[src/rtl/rst_seq_pkg.sv]
// Shared types and constants for the fabric reset sequencer.
// Counter widths are sized from the lock-qualification and release-gap lengths.
package rst_seq_pkg;

    typedef enum logic [2:0] {
        HOLD,
        STABILIZE,
        RELEASE,
        RUN,
        DRAIN
    } state_t;

    localparam int LOCK_STABLE_CYCLES_DEF = 16;
    localparam int RELEASE_GAP_DEF        = 8;

    localparam logic [7:0] LOST_CNT_MAX = 8'd255;

    // One counter serves both lock qualification and the release/drain gap.
    function automatic int cnt_width(input int lock_cycles, input int gap);
        int w;
        w = $clog2((lock_cycles > gap) ? lock_cycles : gap);
        return (w < 1) ? 1 : w;
    endfunction

endpackage

[src/rtl/sync_2ff.sv]
// Two-flop synchronizer for a single asynchronous level, cleared synchronously.
// Latency: 2 cycles. No backpressure.
module sync_2ff (
    input  logic clk,
    input  logic resetn,
    input  logic d,
    output logic q
);

    logic meta;

    always_ff @(posedge clk) begin
        if (!resetn) begin
            meta <= 1'b0;
            q    <= 1'b0;
        end else begin
            meta <= d;
            q    <= meta;
        end
    end

endmodule

[src/rtl/reset_sequencer.sv]
// Qualifies PLL lock, then releases reset domains in order and re-asserts them in reverse.
// Latency: lock to first release LOCK_STABLE_CYCLES+2 edges. No backpressure; SW request is a level.
module reset_sequencer
    import rst_seq_pkg::*;
#(
    parameter int NUM_DOMAINS        = 4,
    parameter int LOCK_STABLE_CYCLES = LOCK_STABLE_CYCLES_DEF,
    parameter int RELEASE_GAP        = RELEASE_GAP_DEF
) (
    input  logic                   clk,
    input  logic                   resetn,
    input  logic                   pll_lock,
    input  logic                   sw_rst_req,
    output logic [NUM_DOMAINS-1:0] domain_resetn,
    output logic                   sys_ready,
    output logic                   sw_rst_ack,
    output logic [7:0]             lock_lost_cnt
);

    localparam int CW = cnt_width(LOCK_STABLE_CYCLES, RELEASE_GAP);
    localparam int IW = $clog2(NUM_DOMAINS + 1);

    localparam logic [CW-1:0] STAB_LAST = CW'(LOCK_STABLE_CYCLES - 1);
    localparam logic [CW-1:0] GAP_LAST  = CW'(RELEASE_GAP - 1);
    localparam logic [IW-1:0] IDX_DRAIN = (NUM_DOMAINS >= 2) ? IW'(NUM_DOMAINS - 2) : '0;

    state_t        state;
    logic [CW-1:0] cnt;
    logic [IW-1:0] idx;
    logic          lock_s;

    sync_2ff u_lock_sync (
        .clk    (clk),
        .resetn (resetn),
        .d      (pll_lock),
        .q      (lock_s)
    );

    always_ff @(posedge clk) begin
        if (!resetn) begin
            state         <= HOLD;
            domain_resetn <= '0;
            sys_ready     <= 1'b0;
            sw_rst_ack    <= 1'b0;
            lock_lost_cnt <= 8'd0;
            cnt           <= '0;
            idx           <= '0;
        end else begin
            sw_rst_ack <= 1'b0;
            // Lock loss once any domain may be out of reset slams everything back, ahead of SW requests.
            if (!lock_s && (state inside {RELEASE, RUN, DRAIN})) begin
                state         <= HOLD;
                domain_resetn <= '0;
                sys_ready     <= 1'b0;
                if (lock_lost_cnt != LOST_CNT_MAX) begin
                    lock_lost_cnt <= lock_lost_cnt + 8'd1;
                end
            end else begin
                case (state)
                    HOLD: begin
                        if (lock_s && !sw_rst_req) begin
                            state <= STABILIZE;
                            cnt   <= '0;
                        end
                    end
                    STABILIZE: begin
                        if (!lock_s) begin
                            state <= HOLD;
                        end else if (cnt == STAB_LAST) begin
                            state            <= RELEASE;
                            domain_resetn[0] <= 1'b1;
                            idx              <= IW'(1);
                            cnt              <= '0;
                        end else begin
                            cnt <= cnt + 1'b1;
                        end
                    end
                    RELEASE: begin
                        if (domain_resetn[NUM_DOMAINS-1]) begin
                            state     <= RUN;
                            sys_ready <= 1'b1;
                        end else if (cnt == GAP_LAST) begin
                            for (int k = 0; k < NUM_DOMAINS; k++) begin
                                if (idx == IW'(k)) domain_resetn[k] <= 1'b1;
                            end
                            idx <= idx + 1'b1;
                            cnt <= '0;
                        end else begin
                            cnt <= cnt + 1'b1;
                        end
                    end
                    RUN: begin
                        if (sw_rst_req) begin
                            state                        <= DRAIN;
                            domain_resetn[NUM_DOMAINS-1] <= 1'b0;
                            sys_ready                    <= 1'b0;
                            idx                          <= IDX_DRAIN;
                            cnt                          <= '0;
                        end
                    end
                    DRAIN: begin
                        if (!domain_resetn[0]) begin
                            state      <= HOLD;
                            sw_rst_ack <= 1'b1;
                        end else if (cnt == GAP_LAST) begin
                            for (int k = 0; k < NUM_DOMAINS; k++) begin
                                if (idx == IW'(k)) domain_resetn[k] <= 1'b0;
                            end
                            idx <= idx - 1'b1;
                            cnt <= '0;
                        end else begin
                            cnt <= cnt + 1'b1;
                        end
                    end
                    default: state <= HOLD;
                endcase
            end
        end
    end

endmodule

[config.mk]
export PLATFORM = sky130hd
export DESIGN_NAME = reset_sequencer
export DESIGN_NICKNAME = d
export VERILOG_FILES = /design/src/rtl/rst_seq_pkg.sv /design/src/rtl/sync_2ff.sv /design/src/rtl/reset_sequencer.sv
export SDC_FILE = /design/constraint.sdc
export NUM_CORES = 1
export LEC_CHECK = 0
export ABC_AREA = 1
export CAP_MARGIN = 20
export CELL_PAD_IN_SITES_DETAIL_PLACEMENT = 1
export CELL_PAD_IN_SITES_GLOBAL_PLACEMENT = 2
export CORE_MARGIN = 8
export CORE_UTILIZATION = 31
export DETAILED_ROUTE_END_ITERATION = 8
export HOLD_SLACK_MARGIN = 0.1
export PLACE_DENSITY_LB_ADDON = 0.15
export SYNTH_ARGS = -nofsm -noshare
export SYNTH_HDL_FRONTEND = slang
export SYNTH_SLANG_ARGS = --single-unit
[constraint.sdc]
create_clock -name clk -period 1.8 [get_ports clk]
set_input_delay 0.36 -clock clk [delete_from_list [all_inputs] [get_ports clk]]
set_output_delay 0.36 -clock clk [all_outputs]
set_load 0.01 [all_outputs]
After elaboration in Yosys (flattened, before gate mapping) --
Cells that the tools add are included.
Operators by class: $add $sub $neg 4, $mul 0, div/mod/pow operators 0, magnitude comparators 0, equality and inequality tests 27, shift-type cells 0, multiplexer cells 44, bitwise gates (word level) 3, reductions and logical operators 23
Operators with widths (count):
- $mux W4 | 11
- $mux W3 | 13
- $reduce_and A7 Y1 | 3
- $pmux W4 S5 | 1
- $ne A2 B1 Y1 const B | 9
- $pmux W3 S5 | 1
- $ne A2 B2 Y1 const B | 7
- $mux W1 | 13
- $eq A3 B2 Y1 const B | 4
- $pmux W3 S4 | 1
- $reduce_and A5 Y1 | 2
- $reduce_and A9 Y1 | 1
- $add A8 B1 Y8 const B | 1
- $ne A8 B8 Y1 const B | 1
- $eq A3 B1 Y1 const B | 2
- $logic_not A3 Y1 | 2
- $pmux W1 S3 | 2
- $reduce_and A6 Y1 | 1
- $reduce_bool A3 Y1 | 2
- $reduce_bool A5 Y1 | 1
- $add A4 B1 Y4 const B | 1
- $eq A4 B3 Y1 const B | 1
- $eq A4 B4 Y1 const B | 1
- $pmux W2 S2 | 1
- 14 further kinds | 19
Storage, ports and cells: register bits after elaboration 26, latch bits 0, memory bits (writable) 0, ROM bits 0, output and inout port bits 14, word-level logic and storage cells 113, memories kept 0

Logic depth before layout (Yosys ltp) --
Gate-level depths: netlist of run 1.
word-level depth 5, depth in mapped cells 11

Modules after synthesis --
Synthesis of run 1 repeated with hierarchy kept, for this count alone.
Unflattened totals: cell total of the unflattened synthesis 252, area total of the unflattened synthesis 1617.8 µm²
Modules (own cells, without submodules):
- reset_sequencer | times used 1, cells an instance 246, area an instance 1562.7 µm²
- sync_2ff | times used 1, cells an instance 6, area an instance 55.1 µm²

Worst setup path before layout of run 1 --
Ideal clock, no wire load.
path type flip-flop to flip-flop, start point register lock_lost_cnt[0], end point register lock_lost_cnt[1], setup time 116 ps, arrival time 1446 ps, data required time 1684 ps, path slack 239 ps, cell stages (with the launch flop) 8, path buffers 0, clock period less this slack 1561 ps, cell sequence dfxtp_1 -> ha_1 -> nand2_1 -> nand3b_1 -> nor2_1 -> nor2_8 -> o21ai_0 -> nor2_1
On the way: longest elaborated chain between the ends 2, elaborated cells between the ends (all ways) 3, those cells by class 1 x add/sub; 1 x eq/ne; 1 x reduce/logical
RTL lines:
- start, declared | line reset_sequencer.sv:17 | output logic [7:0] lock_lost_cnt
- start signal, assigned | line reset_sequencer.sv:56 | lock_lost_cnt <= lock_lost_cnt + 8'd1;
- parallel branches: the longest is 2 deep, another holds $add A8 B1 Y8
Several ways; the timed one is not identified. A chain may end at the register's enable or synchronous reset.

Worst setup path in the final report of run 1 --
start point register domain_resetn[3], end point output port domain_resetn[3]
RTL lines:
- start, declared | line reset_sequencer.sv:14 | output logic [NUM_DOMAINS-1:0] domain_resetn,
- start signal, assigned | line reset_sequencer.sv:42 | domain_resetn <= '0;
- start signal, assigned | line reset_sequencer.sv:53 | domain_resetn <= '0;
- start signal, assigned by index | line reset_sequencer.sv:84 | if (idx == IW'(k)) domain_resetn[k] <= 1'b1;
No word-level cell between the ends.

==> results of run 1 <==
==> cells by family after synthesis <==
family | Yosys count | synth area share (%)
AO/OA/AOI/OAI | 27 | 9.37
XOR/XNOR | 6 | 3.18
adder cells (fa/ha/maj) | 8 | 6.05
buffers and inverters | 26 | 7.63
flip-flops | 26 | 31.4
AND/OR/NAND/NOR | 150 | 42.3
==> state kept, by name, summed over array words and instances, names as in the netlist <==
register and flops:
cnt 4, domain_resetn 4, idx 3, lock_lost_cnt 8
state 3, sw_rst_ack 1, sys_ready 1, u_lock_sync.meta 1
u_lock_sync.q 1
==> synthesized netlist by cell type <==
cell / count / area, um2
nand2_4: 3 / 33.8
dfxtp_1: 26 / 521
o21ai_1: 4 / 20.0
nor3_1: 2 / 10.0
nand3_1: 19 / 95.1
o21ai_2: 1 / 8.76
ha_1: 8 / 100
o21ai_0: 5 / 25.0
nand2_2: 3 / 18.8
o22ai_1: 1 / 6.26
a21oi_2: 1 / 8.76
buf_6: 2 / 22.5
or2_2: 1 / 6.26
clkbuf_8: 1 / 13.8
buf_4: 1 / 7.51
nor2_2: 2 / 12.5
nand3b_1: 2 / 15.0
nand4_1: 2 / 12.5
a21oi_4: 1 / 16.3
nand2_1: 68 / 255
nor2_4: 3 / 33.8
inv_1: 21 / 78.8
nor2_1: 42 / 158
a21oi_1: 14 / 70.1
xor2_1: 3 / 26.3
inv_2: 1 / 3.75
nand3_2: 1 / 10.0
xnor2_1: 3 / 26.3
nor2_8: 1 / 20.0
nand3b_4: 1 / 20.0
==> per-layer routing <==
metal / up-vias / global-route usage [%]
li1: 810 / -
met1: 699 / 14.4
met2: 16 / 19.9
met3: 4 / 3.13
met4: 0 / 2.42
met5: - / 0
==> power by group through the flow <==
stage | clock, uW | combinational (uW) | sequential (uW)
6_report | 498 | 1130 | 778
5_1_grt | 545 | 1290 | 797
4_1_cts | 525 | 1160 | 776
3_5_place_dp | 0 | 1140 | 788
3_3_place_gp | 0 | 1130 | 787
2_1_floorplan | 0 | 890 | 759
==> final cells by class <==
cell class | instances | area share, %
well taps | 70 | 4.42
inverters | 22 | 4.17
multi-input cells | 191 | 51.3
repair buffers | 21 | 10.1
flip-flops and latches | 26 | 26.4
clock buffers | 3 | 2.09
clock inverters | 1 | 1.52
==> worst min path at each step <==
stage | from | end | slack (ns) | cells after the start
2_1_floorplan | u_lock_sync.meta | u_lock_sync.q | 0.39 | 2
3_3_place_gp | u_lock_sync.meta | u_lock_sync.q | 0.42 | 2
3_5_place_dp | u_lock_sync.meta | u_lock_sync.q | 0.42 | 2
4_1_cts | u_lock_sync.meta | u_lock_sync.q | 0.44 | 2
5_1_grt | u_lock_sync.meta | u_lock_sync.q | 0.51 | 2
6_report | u_lock_sync.meta | u_lock_sync.q | 0.44 | 2
==> cell usage in the layout, fill, tap and decap left out, types with 2 or more instances in the layout <==
master / n
nor3_1: 2
buf_4: 4
inv_1: 21
nand4_1: 2
xor2_1: 3
ha_1: 8
nor2_4: 4
nand2_1: 68
nor2_2: 2
nand2_2: 3
nor2_1: 41
a21oi_1: 14
nand3_1: 19
o21ai_0: 5
clkdlybuf4s50_1: 17
o21ai_1: 4
clkbuf_8: 3
xnor2_1: 3
nand3b_1: 2
dfxtp_1: 25
nand2_4: 3
==> metrics by stage <==
| step | util (%) | total power (uW) | cell area, um2 |
|---|---|---|---|
| after floorplan | - | 1650 | 1660 |
| after global placement | 37.0 | 1920 | 1900 |
| after detailed placement | 37.0 | 1930 | 1900 |
| after CTS | 38.3 | 2460 | 1970 |
| after global routing | 38.5 | 2640 | 1980 |
| final | 38.5 | 2410 | 1980 |
==> flow_summary.toml, run 1 <==
[status]
outcome = "complete, no violations"

[synthesis]
syn_area_per_cell_um2 = 6.81
mappedNetlistArea_um2 = 1660
synthCells = 243
synth_warnings = 0
synth_nets = 255
yosysUniqueCellTypes = 30
ys_ff_latch = 26
yosysSeqAreaShare_pct = 31.4

[clocking]
clockRootBuffer = "clkbuf_8"
cts_buffers = 3
cts_resized = 0
clock_path_buffers = 2
clkTransAtPathRegs_ns = 0.10
clock_latency_ns = 0.28
cts_hold_buffers = 0
clkSinkCount = 26
cts_tree = "done"
htreeDepth = 1
cts_setup_buffers = 0

[worst_setup_path]
cp_max_fo = 5
critPathBufInv = 1
path_cells = "clkdlybuf4s50_1"
endpoint = "domain_resetn[3]"
crit_family = "buffers and inverters"
timing.rr.end = "idx[1]"
cp.depth = 1
r2r_setup_slack_ns = 0.22
startpoint = "domain_resetn[3]"
required_ns = 1.44
critPathCaptureType = "primary output"
r2r_cells = 8
rr_startpoint = "cnt[1]"
cp-start-kind = "flop"
crit_path_top_delay_cell = "clkdlybuf4s50_1"
slowest_delay_ns = 0.58
arrival_ns = 1.31
crit_type = "flop to primary output"

[cells_and_area]
num-fill-cells = 693
antenna_cells = 0
final_layout_size_suffix_gt1_share_pct = 11.0
fin_nets = 277
multi_input_area_um2 = 1020
syn_to_final_growth_pct = 19.6
regArea_um2 = 522
instances_no_fill = 334

[floorplanning]
dieArea_um2 = 7930
ios = 18
start_util_pct = 32.2
fp.coreArea_um2 = 5140
rows = 26
fp.dieH_um = 89.1
dieWidth_um = 89.1

[timing]
tightestPinTransition_ns = 0.327
fmax_mhz = 598
period_needed_ns = 1.67
relSlewSlack_pct = 78.1
hold_viol_final = 0
rsz0062_at_grt = "no"
whs_ns = 0.442
post-route-period-util_pct = 92.9
final.setup.tns_ns = 0
final-setup-viol-count = 0
finalMaxSlewViolations = 0
fin_skew_ns = 0.00784
fin_ws_ns = 0.128

[place]
routabilityCongestion = 0.760
post-place-ws_ns = 0.0812
placed_cells = 330
portBuffers = 17
hpwl_mm = 3.35

[routing]
ant_nets = 0
vias = 1529
wl_per_cell_um = 12.7
vias_per_cell = 4.58
top_layer_used = "met4"
wl_met1_mm = 2.15
routed-wl-met2_mm = 1.91
finalWirelength_mm = 4.25
wl_met3_um = 133
drt_iter0_markers = 81
dr.pass1.iters = 4
drc = 0

[power_and_ir_drop]
vdd_drop_max_v = 0.000547
p_int_uw = 1390
power_density_nw_per_um2 = 1220
p_seq_share_pct = 32.3
leakage_uw = 0.000869
p_comb_share_pct = 47.0
switching_share_pct = 42.2
p_switching_uw = 1020
p_clk_share_pct = 20.7

[global_route]
grt_pass1_vias = 1591
grt_usage_pct = 11.7
grt_max_degree = 16
grt_overflow = 0
antenna_found_initial = 0
grt_pass1_wl_mm = 7.36

[job]
maxCapViolCount = 0

[min_path]
hold_class = "flop to flop"
Note: power is estimated with default switching activity, not from simulation.
==> inputs of run 2 (changes only) <==
Settings changed: CAP_MARGIN 20 to unset, CORE_UTILIZATION 31 to 30, SYNTH_HIERARCHICAL set to 1.
==> run 2 against run 1 <==
  * Wire length is 2.4% higher
  * Via count is 3.4% higher
  * Sequential cell count stayed put
  * Clock skew is 0.0042 ns lower
  * Largest power group unchanged
  * Sequential share of layout area is 0.44 points lower
  * Critical path type unchanged
  * Final cell count is 4.8% higher
  * Synthesized cell count is 3.7% higher
  * Combinational power is 31% lower
  * Area after synthesis is 2.3% lower
  * Sequential power is 9.4% lower
  * Maximum frequency is 0.59% higher
  * First-iteration DRC count is 27% lower
==> flow_summary.toml, run 2 <==
[synthesis]
netlist_top_cells_area = "dfxtp_1, nand2_1, nor2_1, nand3_1, inv_1"
synth_ff_type = "dfxtp_1"
synthTopCellsByCount = "nand2_1, nor2_1, inv_1"
post-synth-top-count-cell = "nand2_1"
yosysSeqAreaShare_pct = 32.2
synth_nets = 264
synth_edf_count = 0
yosysUniqueCellTypes = 28
yosysTopAreaCell = "dfxtp_1"
syn_area_per_cell_um2 = 6.42
synthCells = 252
mappedNetlistArea_um2 = 1620
ys_ff_latch = 26
synth_top_area_share_pct = 32.2
ys_async_sr_fraction_pct = 0
synth_warnings = 6

[floorplanning]
dieWidth_um = 89.4
dieArea_um2 = 8000
rows = 26
fp.coreArea_um2 = 5170
start_util_pct = 31.3
fp.dieH_um = 89.4
ios = 18

[worst_setup_path]
cp_max_fo = 6
arrival_ns = 1.30
crit_family = "buffers and inverters"
cp-start-kind = "flop"
crit_type = "flop to primary output"
crit_path_top_delay_cell = "clkdlybuf4s50_1"
critPathBufInv = 1
critPathCaptureType = "primary output"
path_cells = "clkdlybuf4s50_1"
slowest_delay_ns = 0.58
required_ns = 1.44

[routing]
vias_per_cell = 4.52
dr.pass1.iters = 4
drc = 0
wl_per_cell_um = 12.4
vias = 1581
ant_nets = 0
drt_iter0_markers = 59
finalWirelength_mm = 4.35

[clocking]
clock_path_buffers = 2
clkTransAtPathRegs_ns = 0.10
cts_tree = "done"
clkSinkCount = 26
htreeDepth = 1
cts_buffers = 3
cts_setup_buffers = 0
clockRootBuffer = "clkbuf_8"
cts_hold_buffers = 0
clock_latency_ns = 0.27
cts_resized = 0

[global_route]
grt_overflow = 0
grt_max_degree = 16
antenna_found_initial = 0
grt_pass1_vias = 1589
grt_usage_pct = 12.1
grt_pass1_wl_mm = 7.62

[min_path]
hold_class = "flop to flop"

[power_and_ir_drop]
p_seq_share_pct = 35.5
p_comb_share_pct = 39.4
power_density_nw_per_um2 = 989
switching_share_pct = 38.0
p_switching_uw = 755
vdd_drop_max_v = 0.000332
leakage_uw = 0.000929
p_int_uw = 1230
p_clk_share_pct = 25.1

[cells_and_area]
regMostFlops = "lock_lost_cnt"
top_regs = "lock_lost_cnt: 8 flops, cnt: 4 flops, domain_resetn: 4 flops"
final_layout_size_suffix_gt1_share_pct = 10.0
mostFrequentLayoutCells = "nand2_1, nor2_1, inv_1"
largest_register_ffs = 8
syn_to_final_growth_pct = 24.1
antenna_cells = 0
instances_no_fill = 350
fin_nets = 293
layout_commonest_cell = "nand2_1"

[timing]
post-route-period-util_pct = 92.3
relSlewSlack_pct = 75.8
whs_ns = 0.427
hold_viol_final = 0
period_needed_ns = 1.66
finalMaxSlewViolations = 0
tightestPinTransition_ns = 0.362
rsz0062_at_grt = "no"
final.setup.tns_ns = 0
final-setup-viol-count = 0
fin_skew_ns = 0.00365
fmax_mhz = 602

[place]
hpwl_mm = 3.54
portBuffers = 17
routabilityCongestion = 0.745
placed_cells = 346

[status]
outcome = "complete, no violations"

[job]
maxCapViolCount = 0
-- run 2: cell type report --
class / instances / area (um2)
Tap cell: 70 / 87.6
Clock inverter: 1 / 30.0
Sequential cell: 26 / 520
Timing Repair Buffer: 26 / 238
Clock buffer: 3 / 41.3
Multi-Input combinational cell: 190 / 963
Inverter: 34 / 128
Fill cell: 669 / 3160
-- run 2: power by group through the flow --
stage                     sequential [uW]  clock, uW  combinational, uW
after floorplan                       707          0                563
after global placement                719          0                790
after detailed placement              720          0                795
after CTS                             707        532                797
after global routing                  716        546                909
final                                 705        499                782
-- run 2: layer usage --
metal  part of all wire [%]  global-route usage, %  vias up
met2                     43                   18.4       16
li1                       -                      -      854
met3                    3.5                   2.30        2
met1                     53                   17.0      709
met5                      0                      0        -
met4                   0.60                   2.72        0
-- run 2: stage by stage --
| stage | power (uW) | utilization, % | cell area [um2] | worst slack, ns |
|---|---|---|---|---|
| floorplan | 1270 | - | 1620 | 0.348 |
| global placement | 1510 | 37.4 | 1930 | 0.0760 |
| detailed placement | 1510 | 37.4 | 1930 | 0.0376 |
| CTS | 2040 | 38.8 | 2010 | 0.115 |
| global route | 2170 | 38.8 | 2010 | 0.0126 |
| finish | 1990 | 38.8 | 2010 | 0.138 |
-- run 2: kinds of logic (layout without fill, tap and decap cells) --
kind of cell / count (synthesis) / count (layout) / synth area share, %
simple gates: 151 / 151 / 40.9
buf+inv: 36 / 64 / 8.43
flops: 26 / 26 / 32.2
compound gates: 24 / 24 / 8.51
fa+ha+maj: 8 / 8 / 6.19
xor+xnor: 7 / 7 / 3.79
-- run 2: worst paths after layout --
kind                    start               end  slack, ns  cells past startpoint
min reg2reg  u_lock_sync/meta     u_lock_sync/q       0.43                      2
min          u_lock_sync/meta     u_lock_sync/q       0.43                      2
max reg2reg          state[1]          state[1]       0.20                      6
max          lock_lost_cnt[2]  lock_lost_cnt[2]       0.14                      1
